File: config.mk
export PLATFORM = sky130hd
export DESIGN_NAME = bcd_feeder
export DESIGN_NICKNAME = d
export VERILOG_FILES = /design/src/rtl/bcd_feeder.sv
export SDC_FILE = /design/constraint.sdc
export NUM_CORES = 1
export LEC_CHECK = 0
export CORE_MARGIN = 2
export CORE_UTILIZATION = 47
export CTS_BUF_LIST = sky130_fd_sc_hd__clkbuf_8
export DETAILED_ROUTE_END_ITERATION = 6
export MAX_ROUTING_LAYER = met4
export PLACE_DENSITY = 0.91
export SLEW_MARGIN = 0
export SYNTH_ARGS = -nofsm -noshare
export SYNTH_HDL_FRONTEND = slang
export SYNTH_SLANG_ARGS = --single-unit
File: constraint.sdc
create_clock -name clk -period 4.35 [get_ports clk]
set_clock_uncertainty 0.15 [all_clocks]
set_input_delay 0.435 -clock clk [delete_from_list [all_inputs] [get_ports clk]]
set_output_delay 0.435 -clock clk [all_outputs]
set_load 0.01 [all_outputs]
File: src/rtl/bcd_feeder.sv
// Bus slave that converts a written binary value to packed BCD by iterative
// double-dabble and forwards digit and decimal-point writes to the display.
module bcd_feeder #(
  parameter logic [31:0] BASE     = 32'h20,
  parameter logic [31:0] SEG_BASE = 32'h10,
  parameter int          NDIGITS  = 4,
  parameter int          BITS     = 14
) (
  input  logic        clk,
  input  logic        reset_n,
  input  logic        enable,
  input  logic        rw,
  input  logic [31:0] addr,
  input  logic [31:0] data,
  output logic [31:0] rdata,
  output logic        busy,
  output logic        seg_enable,
  output logic        seg_rw,
  output logic [31:0] seg_addr,
  output logic [31:0] seg_data
);

  localparam int              BW          = 4 * NDIGITS;
  localparam int              CW          = $clog2(BITS + 1);
  localparam logic [31:0]     DP_ADDR     = BASE + 32'd1;
  localparam logic [31:0]     SEG_DP_ADDR = SEG_BASE + 32'd1;
  localparam logic [31:0]     MAX_VAL     = 32'(10 ** NDIGITS - 1);
  localparam logic [CW-1:0]   CNT_INIT    = CW'(BITS);

  typedef enum logic [1:0] {IDLE, CONV, EMIT} state_t;

  state_t              state, state_next;
  logic [BITS-1:0]     bin;
  logic [BW-1:0]       bcd, bcd_adj;
  logic [CW-1:0]       cnt;
  logic                ovf;
  logic [NDIGITS-1:0]  dp_reg;
  logic                dp_pend;
  logic                val_wr, dp_wr, conv_done, digit_load;

  assign val_wr     = enable & rw & (addr == BASE);
  assign dp_wr      = enable & rw & (addr == DP_ADDR);
  assign conv_done  = (state == CONV) && (cnt == '0);
  assign digit_load = (state_next == EMIT);

  always_ff @(posedge clk or negedge reset_n) begin
    if (!reset_n) state <= IDLE;
    else          state <= state_next;
  end

  // A value write from any state restarts conversion, cancelling any pending emit.
  always_comb begin
    state_next = state;
    case (state)
      IDLE:    state_next = IDLE;
      CONV:    if (conv_done) state_next = EMIT;
      EMIT:    state_next = IDLE;
      default: state_next = IDLE;
    endcase
    if (val_wr) state_next = CONV;
  end

  generate
    for (genvar gi = 0; gi < NDIGITS; gi++) begin : g_adj
      assign bcd_adj[4*gi +: 4] = (bcd[4*gi +: 4] >= 4'd5) ? bcd[4*gi +: 4] + 4'd3
                                                            : bcd[4*gi +: 4];
    end
  endgenerate

  always_ff @(posedge clk or negedge reset_n) begin
    if (!reset_n) begin
      bin <= '0;
      bcd <= '0;
      cnt <= '0;
      ovf <= 1'b0;
    end else if (val_wr) begin
      bin <= data[BITS-1:0];
      bcd <= '0;
      cnt <= CNT_INIT;
      ovf <= (data > MAX_VAL);
    end else if (state == CONV && cnt != '0) begin
      {bcd, bin} <= {bcd_adj[BW-2:0], bin, 1'b0};
      cnt        <= cnt - 1'b1;
    end
  end

  // Output port arbitration: digit emit wins, a pending DP write takes the next free cycle.
  always_ff @(posedge clk or negedge reset_n) begin
    if (!reset_n) begin
      seg_enable <= 1'b0;
      seg_rw     <= 1'b0;
      seg_addr   <= '0;
      seg_data   <= '0;
      dp_reg     <= '0;
      dp_pend    <= 1'b0;
    end else begin
      if (digit_load) begin
        seg_enable <= 1'b1;
        seg_rw     <= 1'b1;
        seg_addr   <= SEG_BASE;
        seg_data   <= 32'(ovf ? {BW{1'b1}} : bcd);
      end else if (dp_pend) begin
        seg_enable <= 1'b1;
        seg_rw     <= 1'b1;
        seg_addr   <= SEG_DP_ADDR;
        seg_data   <= 32'(dp_reg);
        dp_pend    <= 1'b0;
      end else begin
        seg_enable <= 1'b0;
        seg_rw     <= 1'b0;
      end
      if (dp_wr) begin
        dp_reg  <= data[NDIGITS-1:0];
        dp_pend <= 1'b1;
      end
    end
  end

  assign busy  = (state != IDLE);
  assign rdata = (addr == DP_ADDR) ? {30'b0, ovf, busy} : 32'b0;

endmodule

==> reports/qor.txt <==
Status: completed
Initial antenna violation count: 0
NetSw: 270.9 µW
Drt wl/cell: 13.29 µm
First-pass DRT Iterations: 4
Largest net degree at the start of global routing: 62
Worst-Skew Late Latency: 0.35 ns
DRC: 0
Peak supply drop: 138.9 µV
Most common cell after layout, fill and taps aside: clkdlybuf4s50_1
Antenna diode count: 0
CP required: 3.76 ns
Die width: 93.44 µm
CTS buffer count: 9
Max Buffers Root-to-Sink: 2
Critical Path AT: 2.32 ns
Core box area: 7727 µm²
Combinational power share: 9.0%
Vias/cell: 4.790
Tightest Pin Transition: 1.071 ns
Starting DRT DRC Count: 173
Share of cells above drive strength 1: 6.135%
Total I/O pin count: 167
Fmax: 344.2 MHz
Leading registers by flop count: bcd x16, seg_data x16, bin x14
Gr usage total: 19.61%
Ys Warns: 0
Clock transition at path regs: 0.07 ns
Die height: 93.44 µm
Kind of critical path: in -> out
Global-route wire length before repair: 12940 µm
Routed WL: 7853 µm
CTS root buffer: clkbuf_8
Via count: 2831
Post-CTS Setup Bufs: 0
Cell Area, Synth: 3760 µm²
Slew headroom: 28.52%
Final Hold Fails: 0
Commonest non-fill, non-tap cells in the layout: 89 x clkdlybuf4s50_1, 76 x conb_1, 61 x dfrtp_1, 38 x nand2_1, 37 x mux2i_1
Final setup fails: 0
Seq pwr share: 46.9%
CTS tree: yes
Crit. End Element: primary output
Initial Utilization: 48.66%
Distinct cells, synth: 39
Fin crit share: 66.79%
Cells after Synth: 401
Gr ovfl total: 0
Max-slew violation count: 0
Sink Count: 61
Vias in the first global route: 2839
Total power draw: 1.208 mW
Switching share of power: 22.42%
Sum Neg Setup Slack: 0 ns
Avg Cell Area, Syn: 9.376 µm²
Critical R2R Launch: cnt[0]$_DFFE_PN0P_
P&R area growth vs syn: 23.03%
Worst min path class: in -> async
Power density over the cells: 261.2 nW/µm²
Post-layout nets: 562
Clock Power Share: 44.0%
Final critical-path required period: 2.905 ns
Flops & latches, synth: 61
R2R cell count: 5
CTS Hold Bufs: 0
Reg-to-reg endpoint: seg_data[3]$_DFFE_PN0P_
Placer Congestion: 0.7965
Main synth FF type: dfrtp_1
Fillers: 645
Count of input and output buffers: 90
Async set-or-reset flop fraction in the synthesized netlist: 100.0%
Post_cts resized: 0
Die area: 8731 µm²
Worst setup SP type: input pin
Sequential share of the synthesized area: 40.60%
H-tree depth: 3
R2R setup slack: 1.83 ns
Final ANT Viol Nets: 0
CP Max Fanout: 4
Rows: 32
Max_cap viols: 0
P_leak: 2.109 nW
Post-synth EDFFs: 0
RSZ-0062 raised after global routing: false
Internal power: 937.3 µW
Post-DP HPWL: 5871 µm
-- layout make-up --
cell class	count	area (µm²)	area share [%]
clock inverters	7	82.58	1.785
repair buffers	93	918.4	19.85
inverters	10	37.54	0.8115
flip-flops and latches	61	1526	33.00
multi-input cells	309	1809	39.11
clock buffers	9	123.9	2.678
well taps	102	127.6	2.759
-- critical path: stages --
cell             delay, ns
clkdlybuf4s50_1       0.41
nor4_1                0.25
and4_1                0.33
and2_1                0.16
and4_1                0.18
clkdlybuf4s50_1       0.55
-- routing by layer --
metal  track usage (%)  part of all wire, %
met1             22.96                   41
met5                 -                    0
met2             32.25                   50
met4             7.843                  1.8
met3             5.157                  7.4
-- worst max-delay path by stage --
stage,depth (start not counted),from,endpoint
finish,6,addr[15],rdata[1]
global route,6,addr[15],rdata[1]
CTS,6,addr[12],rdata[1]
detailed placement,6,addr[7],seg_addr[4]$_DFFE_PN0P_
global placement,6,addr[7],seg_addr[4]$_DFFE_PN0P_
floorplan,7,addr[7],dp_pend$_DFFE_PN0P_
-- synthesized netlist by cell type, drive strengths merged (6+ instances only) --
library cell  number  area share (%)
o21ai             23             3.1
nand3              8             1.4
ha                10             3.3
nand2             38             3.8
xnor2              6             1.4
dfrtp             61              41
clkbuf            10             1.0
a21oi             22             2.9
nand2b            17             2.8
nor2              29             2.9
mux2i             37             9.9
buf               86              17
nor4              11             2.2
inv               10             1.0
-- kinds of logic (layout without fill, tap and decap cells) --
logic type	Yosys count	count (layout)	synth area share [%]
other cells	1	76	0.09974
mux	41	41	11.05
fa+ha+maj	10	10	3.328
xor+xnor	9	9	2.097
compound gates	47	47	6.456
simple gates	126	126	17.47
buf+inv	106	119	18.90
flops	61	61	40.60
-- power groups by stage --
stage | Combinational, mW | Clock (mW) | Sequential, mW
after floorplan | 0.0838 | 0 | 0.578
after global placement | 0.107 | 0 | 0.578
after detailed placement | 0.109 | 0 | 0.578
after CTS | 0.109 | 0.541 | 0.567
after global routing | 0.120 | 0.569 | 0.567
final | 0.109 | 0.532 | 0.567
-- stage by stage --
stage                     instances  util, %  cell area (µm²)  setup WS (ns)  hold WS (ns)
final                           591    59.86             4626          1.445       0.09179
after global routing            591    59.86             4626          1.320        0.1582
after CTS                       591    59.86             4626          1.422        0.1166
after detailed placement        575    57.19             4419          1.152        0.3089
after global placement          575    57.19             4419          1.219        0.3031
after floorplan                 476        -             4041          2.051      -0.01059
Note: power is estimated with default switching activity, not from simulation.
